[src/rtl/mas_pkg.sv]
// rtl/mas_pkg.sv - shared types and constants for the multiply/add/sub result collector
// Purpose: sample field widths, collector FSM states and the per-frame extreme/flag record.
// Ports: none (package).
package mas_pkg;

  localparam int DOUT_W    = 4;
  localparam int TCMP_W    = 2;
  localparam int NUM_CODES = 4;

  // Sentinels loaded into the running min/max so that the first sample always replaces them.
  localparam logic signed [DOUT_W-1:0] MIN_SENTINEL = 4'sb0111;
  localparam logic signed [DOUT_W-1:0] MAX_SENTINEL = 4'sb1000;

  typedef enum logic {
    ST_ACC,
    ST_HOLD
  } state_e;

  // Width-independent part of a frame summary. Sum, length and histogram depend on the
  // collector parameters and are kept next to this record in the top level.
  typedef struct packed {
    logic signed [DOUT_W-1:0] min;
    logic signed [DOUT_W-1:0] max;
    logic                     sat;
  } frame_ext_t;

endpackage

[src/rtl/mas_result_collector_if.sv]
// rtl/mas_result_collector_if.sv - sample input stream and frame summary output stream
// Purpose: bundles both valid/ready channels of the collector.
// Ports (slave = collector side):
//   in_valid/in_ready/in_dout/in_tcmp/in_last    sample stream into the collector
//   out_valid/out_ready/out_sum/out_min/out_max/
//   out_len/out_hist/out_sat                      frame summary stream out of the collector
interface mas_result_collector_if
  import mas_pkg::*;
#(
  parameter int SUM_W = 8,
  parameter int CNT_W = 4
);

  logic                   in_valid;
  logic                   in_ready;
  logic [DOUT_W-1:0]      in_dout;
  logic [TCMP_W-1:0]      in_tcmp;
  logic                   in_last;

  logic                   out_valid;
  logic                   out_ready;
  logic [SUM_W-1:0]       out_sum;
  logic [DOUT_W-1:0]      out_min;
  logic [DOUT_W-1:0]      out_max;
  logic [CNT_W-1:0]       out_len;
  logic [NUM_CODES*CNT_W-1:0] out_hist;
  logic                   out_sat;

  modport master (
    output in_valid, in_dout, in_tcmp, in_last, out_ready,
    input  in_ready, out_valid, out_sum, out_min, out_max, out_len, out_hist, out_sat
  );

  modport slave (
    input  in_valid, in_dout, in_tcmp, in_last, out_ready,
    output in_ready, out_valid, out_sum, out_min, out_max, out_len, out_hist, out_sat
  );

endinterface

[src/rtl/mas_sat_add.sv]
// rtl/mas_sat_add.sv - signed accumulate of one sample with clamping
// Purpose: sign-extends acc and sample to SUM_W+1 bits, adds, clamps to the SUM_W range.
// Ports:
//   acc     in   SUM_W   current signed sum
//   sample  in   DOUT_W  signed sample
//   result  out  SUM_W   clamped sum
//   sat     out  1       clamping happened on this addition
module mas_sat_add
  import mas_pkg::*;
#(
  parameter int SUM_W = 8
) (
  input  logic [SUM_W-1:0]  acc,
  input  logic [DOUT_W-1:0] sample,
  output logic [SUM_W-1:0]  result,
  output logic              sat
);

  logic [SUM_W:0] wide;

  always_comb begin
    wide = {acc[SUM_W-1], acc} + {{(SUM_W + 1 - DOUT_W){sample[DOUT_W-1]}}, sample};
    // One extra bit holds any sum of an in-range acc and a 4-bit sample, so the top two
    // bits disagree exactly when the true result left the SUM_W range.
    sat = wide[SUM_W] ^ wide[SUM_W-1];
    if (!sat) begin
      result = wide[SUM_W-1:0];
    end else if (wide[SUM_W]) begin
      result = {1'b1, {(SUM_W - 1){1'b0}}};
    end else begin
      result = {1'b0, {(SUM_W - 1){1'b1}}};
    end
  end

endmodule

[src/rtl/mas_result_collector.sv]
// rtl/mas_result_collector.sv - frames Dout/Tcmp samples and publishes per-frame statistics
// Purpose: accumulates saturated sum, min, max, length and Tcmp histogram over up to
//   FRAME_LEN samples (or until in_last), then holds the summary until accepted.
// Ports:
//   clk    in   clock, rising edge
//   rst_n  in   synchronous active-low reset
//   bus    slave modport of mas_result_collector_if (sample in, summary out)
module mas_result_collector
  import mas_pkg::*;
#(
  parameter int FRAME_LEN = 8,
  parameter int SUM_W     = 8,
  parameter int CNT_W     = 4
) (
  input  logic                  clk,
  input  logic                  rst_n,
  mas_result_collector_if.slave bus
);

  state_e             state_q;
  state_e             state_nxt;
  logic               active_q;

  logic [SUM_W-1:0]   sum_q;
  logic [SUM_W-1:0]   sum_add;
  logic               add_sat;
  frame_ext_t         ext_q;
  logic [CNT_W-1:0]   len_q;
  logic [CNT_W-1:0]   len_inc;
  logic [CNT_W-1:0]   hist_q [NUM_CODES];
  logic [NUM_CODES*CNT_W-1:0] hist_flat;

  logic               accept;
  logic               release_frame;
  logic               ready;
  logic               valid;
  logic signed [DOUT_W-1:0] sample;

  assign sample  = $signed(bus.in_dout);
  assign len_inc = len_q + CNT_W'(1);

  mas_sat_add #(
    .SUM_W (SUM_W)
  ) u_sat_add (
    .acc    (sum_q),
    .sample (bus.in_dout),
    .result (sum_add),
    .sat    (add_sat)
  );

  // active_q keeps in_ready low during reset and for the release edge itself, so the
  // first sample can only be taken the cycle after rst_n goes high.
  always_comb begin
    state_nxt     = state_q;
    ready         = 1'b0;
    valid         = 1'b0;
    accept        = 1'b0;
    release_frame = 1'b0;
    case (state_q)
      ST_ACC: begin
        ready  = active_q;
        accept = active_q & bus.in_valid;
        if (accept && ((len_inc == CNT_W'(FRAME_LEN)) || bus.in_last)) begin
          state_nxt = ST_HOLD;
        end
      end
      ST_HOLD: begin
        valid = 1'b1;
        if (bus.out_ready) begin
          release_frame = 1'b1;
          state_nxt     = ST_ACC;
        end
      end
      default: state_nxt = ST_ACC;
    endcase
  end

  always_ff @(posedge clk) begin
    if (!rst_n) begin
      state_q <= ST_ACC;
      active_q <= 1'b0;
    end else begin
      state_q <= state_nxt;
      active_q <= 1'b1;
    end
  end

  // Accumulators double as the summary registers: they are frozen in HOLD, so the
  // published values stay stable until the consumer takes them.
  always_ff @(posedge clk) begin
    if (!rst_n || release_frame) begin
      sum_q     <= '0;
      ext_q.min <= MIN_SENTINEL;
      ext_q.max <= MAX_SENTINEL;
      ext_q.sat <= 1'b0;
      len_q     <= '0;
      for (int k = 0; k < NUM_CODES; k++) begin
        hist_q[k] <= '0;
      end
    end else if (accept) begin
      sum_q     <= sum_add;
      ext_q.sat <= ext_q.sat | add_sat;
      if (sample < $signed(ext_q.min)) begin
        ext_q.min <= sample;
      end
      if (sample > $signed(ext_q.max)) begin
        ext_q.max <= sample;
      end
      len_q <= len_inc;
      hist_q[bus.in_tcmp] <= hist_q[bus.in_tcmp] + CNT_W'(1);
    end
  end

  always_comb begin
    hist_flat = '0;
    for (int k = 0; k < NUM_CODES; k++) begin
      hist_flat[k*CNT_W +: CNT_W] = hist_q[k];
    end
  end

  assign bus.in_ready  = ready;
  assign bus.out_valid = valid;
  assign bus.out_sum   = sum_q;
  assign bus.out_min   = ext_q.min;
  assign bus.out_max   = ext_q.max;
  assign bus.out_len   = len_q;
  assign bus.out_hist  = hist_flat;
  assign bus.out_sat   = ext_q.sat;

endmodule

[src/flat_wrapper.sv]
// flat-port wrapper written by rule: the top's interface ports become plain ports
module mas_result_collector_flat import mas_pkg::*;
#(
  parameter int FRAME_LEN = 8,
  parameter int SUM_W     = 8,
  parameter int CNT_W     = 4
)
  (clk, rst_n, bus_in_valid, bus_in_dout, bus_in_tcmp, bus_in_last, bus_out_ready, bus_in_ready, bus_out_valid, bus_out_sum, bus_out_min, bus_out_max, bus_out_len, bus_out_hist, bus_out_sat);
  mas_result_collector_if #(.SUM_W(SUM_W), .CNT_W(CNT_W)) bus_i ();
  input  logic clk;
  input  logic rst_n;
  input wire logic [$bits(bus_i.in_valid)-1:0] bus_in_valid;
  input wire logic [$bits(bus_i.in_dout)-1:0] bus_in_dout;
  input wire logic [$bits(bus_i.in_tcmp)-1:0] bus_in_tcmp;
  input wire logic [$bits(bus_i.in_last)-1:0] bus_in_last;
  input wire logic [$bits(bus_i.out_ready)-1:0] bus_out_ready;
  output wire logic [$bits(bus_i.in_ready)-1:0] bus_in_ready;
  output wire logic [$bits(bus_i.out_valid)-1:0] bus_out_valid;
  output wire logic [$bits(bus_i.out_sum)-1:0] bus_out_sum;
  output wire logic [$bits(bus_i.out_min)-1:0] bus_out_min;
  output wire logic [$bits(bus_i.out_max)-1:0] bus_out_max;
  output wire logic [$bits(bus_i.out_len)-1:0] bus_out_len;
  output wire logic [$bits(bus_i.out_hist)-1:0] bus_out_hist;
  output wire logic [$bits(bus_i.out_sat)-1:0] bus_out_sat;
  assign bus_i.in_valid = bus_in_valid;
  assign bus_i.in_dout = bus_in_dout;
  assign bus_i.in_tcmp = bus_in_tcmp;
  assign bus_i.in_last = bus_in_last;
  assign bus_i.out_ready = bus_out_ready;
  assign bus_in_ready = bus_i.in_ready;
  assign bus_out_valid = bus_i.out_valid;
  assign bus_out_sum = bus_i.out_sum;
  assign bus_out_min = bus_i.out_min;
  assign bus_out_max = bus_i.out_max;
  assign bus_out_len = bus_i.out_len;
  assign bus_out_hist = bus_i.out_hist;
  assign bus_out_sat = bus_i.out_sat;
  mas_result_collector #(.FRAME_LEN(FRAME_LEN), .SUM_W(SUM_W), .CNT_W(CNT_W)) u_core (.clk(clk), .rst_n(rst_n), .bus(bus_i));
endmodule
[config.mk]
export PLATFORM = sky130hd
export DESIGN_NAME = mas_result_collector_flat
export DESIGN_NICKNAME = d
export VERILOG_FILES = /design/src/rtl/mas_pkg.sv /design/src/rtl/mas_result_collector_if.sv /design/src/rtl/mas_sat_add.sv /design/src/rtl/mas_result_collector.sv /design/src/flat_wrapper.sv
export SDC_FILE = /design/constraint.sdc
export NUM_CORES = 1
export LEC_CHECK = 0
export CAP_MARGIN = 10
export CORE_MARGIN = 5
export CORE_UTILIZATION = 50
export CTS_CLUSTER_SIZE = 16
export DETAILED_ROUTE_END_ITERATION = 8
export GPL_TIMING_DRIVEN = 0
export PLACE_DENSITY = 0.8
export SETUP_SLACK_MARGIN = 0.05
export SLEW_MARGIN = 40
export SYNTH_ARGS = -nofsm -noshare
export SYNTH_HDL_FRONTEND = slang
export SYNTH_SLANG_ARGS = --single-unit
[constraint.sdc]
create_clock -name clk -period 2.7 [get_ports clk]
set_clock_uncertainty 0.1 [all_clocks]
set_input_delay 0.54 -clock clk [delete_from_list [all_inputs] [get_ports clk]]
set_output_delay 0.54 -clock clk [all_outputs]
set_load 0.01 [all_outputs]
Yosys cells after proc, flatten, opt, wreduce, memory -nomap -nowiden. Memory sizes are Yosys's and may differ from the RTL's. Index checks and enable logic that the tools add are counted.

Add/subtract/negate cells: 3. Multipliers: 0. Div/mod/pow operators: 0. $lt $le $gt $ge: 2. Eq/ne operators: 1. Shift operators: 0. Multiplexer cells: 19. Bitwise gates (word level): 4. Reduce and logical (&&, ||, !) cells: 7.

Operators with widths (number): 8-bit two-way mux (2); 1-bit two-way mux (14); 8-bit by 4-bit adder with 9-bit output (1); 4-bit by 1-bit adder with 4-bit output, second input constant (2); 4-bit == test, second input constant (1); 4-bit > comparator (1); 4-bit < comparator (1); 4-bit two-way mux (1); 2-bit AND reduction (2); 4-bit OR reduction (1); 1-bit logical OR (2); 2-bit two-way mux (1); 1-bit one-hot mux with 2 select lines (1); 1-bit AND (1); 1-bit logical AND (1); 1-bit zero test (1); 1-bit NOT (1); 1-bit OR (1); 1-bit bitwise XOR (1).

Bits in registers: 23. Bits in latches: 0. RAM bits: 16. ROM bits: 0. Input bits: 11. Output and inout bits: 39. Logic and storage cells: 44. Memories kept: 1.

Memory list: u_core.hist_q (depth 4, bits a word 4, rd ports 5, clocked after memory_dff 0, wr ports 4, line mas_result_collector.sv:30) `logic [CNT_W-1:0] hist_q [NUM_CODES];`.

Depth between registers and ports, before layout.
Depth after elaboration: 7. Mapped depth: 10. Depth with buffers taken out: 9.

Cells and area by module. A second synthesis with hierarchy kept.

Cell total of the unflattened synthesis: 233. Area total of the unflattened synthesis: 2272.2 um^2.

Modules (own cells, without submodules): mas_result_collector (times used 1, cells an instance 177, area an instance 1839.3 um^2, sequential area each 940.9 um^2); mas_sat_add (times used 1, cells an instance 56, area an instance 432.9 um^2, sequential area each 0.0 um^2).

Least setup slack after synthesis. OpenSTA, ideal clock, no wires.

Path type: input -> register. Start: input bus_in_dout[0]. End: register u_core.sum_q[2], in the netlist u_core.bus.out_sum[2]. Library setup time: 60 ps. Arrival: 2232 ps. Data required time: 2540 ps. Slack: 309 ps. Stages on the path: 10. Path buffers: 1. Path through: ha_1 > inv_1 > fa_1 > nand2b_1 > a21oi_1 > nand2b_1 > a22oi_2 > and3_1 > buf_6 > a221o_1.

Cells in the longest elaborated chain, start to end: 3. Elaborated cells on any way between the ends: 4. Classes of those cells: add/sub: 1; mux: 2; bitwise: 1.

Ends and longest elaborated chain: start: declaration (line flat_wrapper.sv:13) `input wire logic [$bits(bus_i.in_dout)-1:0] bus_in_dout;`; 8-bit by 4-bit adder with 9-bit output * (line mas_sat_add.sv:22) `wide = {acc[SUM_W-1], acc} + {{(SUM_W + 1 - DOUT_W){sample[DOUT_W-1]}}, sample};`; 8-bit two-way mux or 1-bit bitwise XOR (tied branches) (line mas_sat_add.sv:28, mas_sat_add.sv:25); 8-bit two-way mux * (line mas_sat_add.sv:26) `if (!sat) begin`; end signal: assignment (line mas_result_collector.sv:101) `sum_q <= sum_add;`; end: declaration (line mas_result_collector.sv:24) `logic [SUM_W-1:0] sum_q;`.

Mark *: on every way between the ends. The rest lies on a longest branch, timed or not. A chain may end at the register's enable or synchronous reset.

Worst setup path after layout.
Start: input bus_in_dout[1]. End: register u_core.sum_q[4], in the netlist u_core.bus.out_sum[4].

Same word-level chain as after synthesis.

==> reports/results.txt <==
Worst-Skew Late Latency -> 0.29 ns
pin count of the biggest net entering global routing -> 13
Worst slew margin -> 58.2%
Worst-Margin Slew -> 0.621 ns
Crit path required time -> 2.78 ns
setup TNS -> 0 ns
leading cell type in the layout, fill and taps excluded -> clkdlybuf4s50_1
vias in the first global route -> 1782
Placed Instances -> 307
FF-to-FF path depth -> 10
nature of the critical path startpoint -> input pin
H-tree depth -> 2
die width -> 75.2 um
# nets final -> 295
slowest stage delay, CP -> 0.34 ns
FMAX -> 0.405 GHz
Tcrit/Tclk final -> 91.4%
post-synthesis async set-or-reset flop share -> 0%
Crit Path Class -> in2reg
Final Core Density -> 68.0%
Initial Util -> 52.4%
total track usage -> 18.9%
CP endpoint kind -> register
Buffers on Ports -> 47
Ys Warns -> 0
Mean Syn Cell Area -> 10.1 um2
die area -> 5660 um2
number of hold buffers added after cts -> 0
drt via density -> 5.62
Seq/Total Area, Yosys -> 44.3%
CTS max path bufs -> 2
core area -> 4060 um2
Worst R2R Setup Slack -> 0.31 ns
Post-DRT Antenna Nets -> 0
Top FF cell, synth -> dfxtp_1
final antenna diode count -> 0
Leak -> 1.14 nW
number of synthesized register bits -> 39
Vias -> 1783
FILL cells -> 324
cell area power density -> 543 nW/um2
post-synth net total -> 239
GPL Wtd Cong -> 0.814
post-DP HPWL -> 3800 um
Critical path origin -> bus_in_dout[1]
Congestion Overflow GR -> 0
Synth cell types -> 45
Die H -> 75.2 um
DRC Markers -> 0
area of the multi-input gates -> 1110 um2
initial antenna violation count -> 0
status -> finished, final reports clean
Mapped Area -> 2130 um2
Min Clock Period, post-route -> 2.47 ns
Sequential cell area -> 941 um2
Crit-path slowest cell -> ha_1
Fin. Hold Viols -> 0
RSZ-0062 raised after global routing -> false
CP Data Arrival Time -> 2.55 ns
Reg-to-Reg End -> u_core.bus.out_sum[4]
CTS Buf Count -> 5
final slew viol count -> 0
peak supply drop -> 388 uV
Critical Path, Cell by Cell -> dlygate4sd2_1 > ha_1 > a211oi_2 > nor3_1 > nor3_2 > xnor2_2 > and3_1 > buf_6 > a221o_1
HP Class -> reg2reg
Final Non-Filler Cells -> 317
Mapped Cells -> 210
per-cell routed wire length -> 15.8 um
final wirelength -> 5010 um
most frequent cells in the layout -> clkdlybuf4s50_1, nor2_1, dfxtp_1
EDFF count, synth -> 16
share of layout cells above drive strength 1 -> 10.5%
Root Driver -> clkbuf_8
origin of the critical flop-to-flop path -> u_core.bus.out_sum[0]
setup violators final -> 0
Worst-path clk slew -> 0.08 ns
max-cap viol count -> 0
Pre-antenna DRT Iters -> 5
Worst Path Max Fanout -> 7
CTS tree -> yes
first-pass GRT wire length -> 8080 um
CTS sink count -> 39
Setup crit end -> u_core.bus.out_sum[4]
Ports -> 50
number of cell rows -> 23
DR iter-0 viols -> 96
Area Overhead vs Synth -> 29.8%
sequential cells by signal (all words and copies together) (netlist names):
register            cells
u_core.active_q         1
u_core.bus.out_len      4
u_core.bus.out_max      4
u_core.bus.out_min      4
u_core.bus.out_sat      1
u_core.bus.out_sum      8
u_core.hist_q          16
u_core.state_q          1
synth_stat cells, drive strengths merged (2+ instances only):
cell | n | area [um2]
a211o | 2 | 17.5
buf | 2 | 16.3
nand2b | 4 | 25.0
a211oi | 3 | 27.5
nor2b | 3 | 18.8
nor3 | 3 | 20.0
edfxtp | 16 | 480
ha | 17 | 213
a21o | 3 | 22.5
o211ai | 5 | 37.5
nor2 | 29 | 109
a221o | 4 | 40.0
xnor2 | 7 | 68.8
nand2 | 20 | 77.6
and2 | 3 | 18.8
mux2i | 2 | 20.0
inv | 14 | 52.6
mux4 | 4 | 90.1
clkbuf | 3 | 12.5
o21ai | 7 | 35.0
dfxtp | 23 | 460
a21oi | 7 | 35.0
nand3 | 8 | 40.0
xor2 | 5 | 43.8
o31ai | 2 | 15.0
kinds of logic after synthesis:
kind of cell,after synthesis,synth area share (%)
mux,6,5.18
buf+inv,19,3.83
fa+ha+maj,18,10.9
compound gates,42,14.7
xor+xnor,12,5.30
flops,39,44.3
simple gates,74,15.8
where the power goes:
group          internal, mW  switching, mW  total (mW)
sequential            0.658         0.0325       0.690
combinational         0.210          0.215       0.425
clock                 0.177          0.207       0.384
total                  1.04          0.455        1.50
per-layer routing:
layer | vias up | part of all wire, % | global-route usage, % | wire (um)
met5 | - | 0 | 0 | 0
met4 | 0 | 1.5 | 5.63 | 77
met3 | 9 | 5.3 | 5.87 | 265
met2 | 46 | 50 | 32.0 | 2520
met1 | 861 | 43 | 23.0 | 2140
li1 | 867 | - | - | -
worst max-delay path: cells and delay by family:
| kind | cells | cell delay (ns) |
|---|---|---|
| compound gates | 2 | 0.55 |
| simple gates | 3 | 0.52 |
| buf+inv | 2 | 0.44 |
| fa+ha+maj | 1 | 0.34 |
| xor+xnor | 1 | 0.16 |
area by class of cell:
type / instances / share of cell area (%)
sequential: 39 / 34.1
buffer: 5 / 1.04
multi-input combinational: 152 / 40.4
tap: 50 / 2.27
clock inverter: 3 / 0.544
clock buffer: 5 / 2.49
inverter: 14 / 1.90
timing repair buffer: 49 / 17.3
per-stage QoR:
stage	setup WS, ns	area [um2]	power (mW)	hold WS, ns
4_1_cts	0.0901	2770	1.51	0.400
2_1_floorplan	0.309	2130	0.953	0.396
3_5_place_dp	-0.599	2660	1.11	0.389
5_1_grt	0.107	2760	1.58	0.425
3_3_place_gp	-0.579	2660	1.10	0.382
6_report	0.232	2760	1.50	0.395
worst min path at each step:
| stage | from | end | slack (ns) | cells past startpoint |
|---|---|---|---|---|
| finish | u_core.bus.out_sat | u_core.bus.out_sat | 0.39 | 1 |
| global route | u_core.bus.out_sum[7] | u_core.bus.out_sum[7] | 0.42 | 2 |
| CTS | u_core.bus.out_sum[7] | u_core.bus.out_sum[7] | 0.40 | 2 |
| detailed placement | u_core.bus.out_min[0] | u_core.bus.out_min[0] | 0.39 | 2 |
| global placement | u_core.bus.out_sat | u_core.bus.out_sat | 0.38 | 1 |
| floorplan | u_core.bus.out_max[0] | u_core.bus.out_max[0] | 0.40 | 2 |
what timing repair did:
item / CTS / global route
cloned: 0 / 0
buffers inserted: 2 / 0
gates resized for setup: 7 / 5
endpoints found under the setup margin: 13 / 8
pin swaps: 2 / 2
No activity file was read; power rests on OpenSTA's default activity.
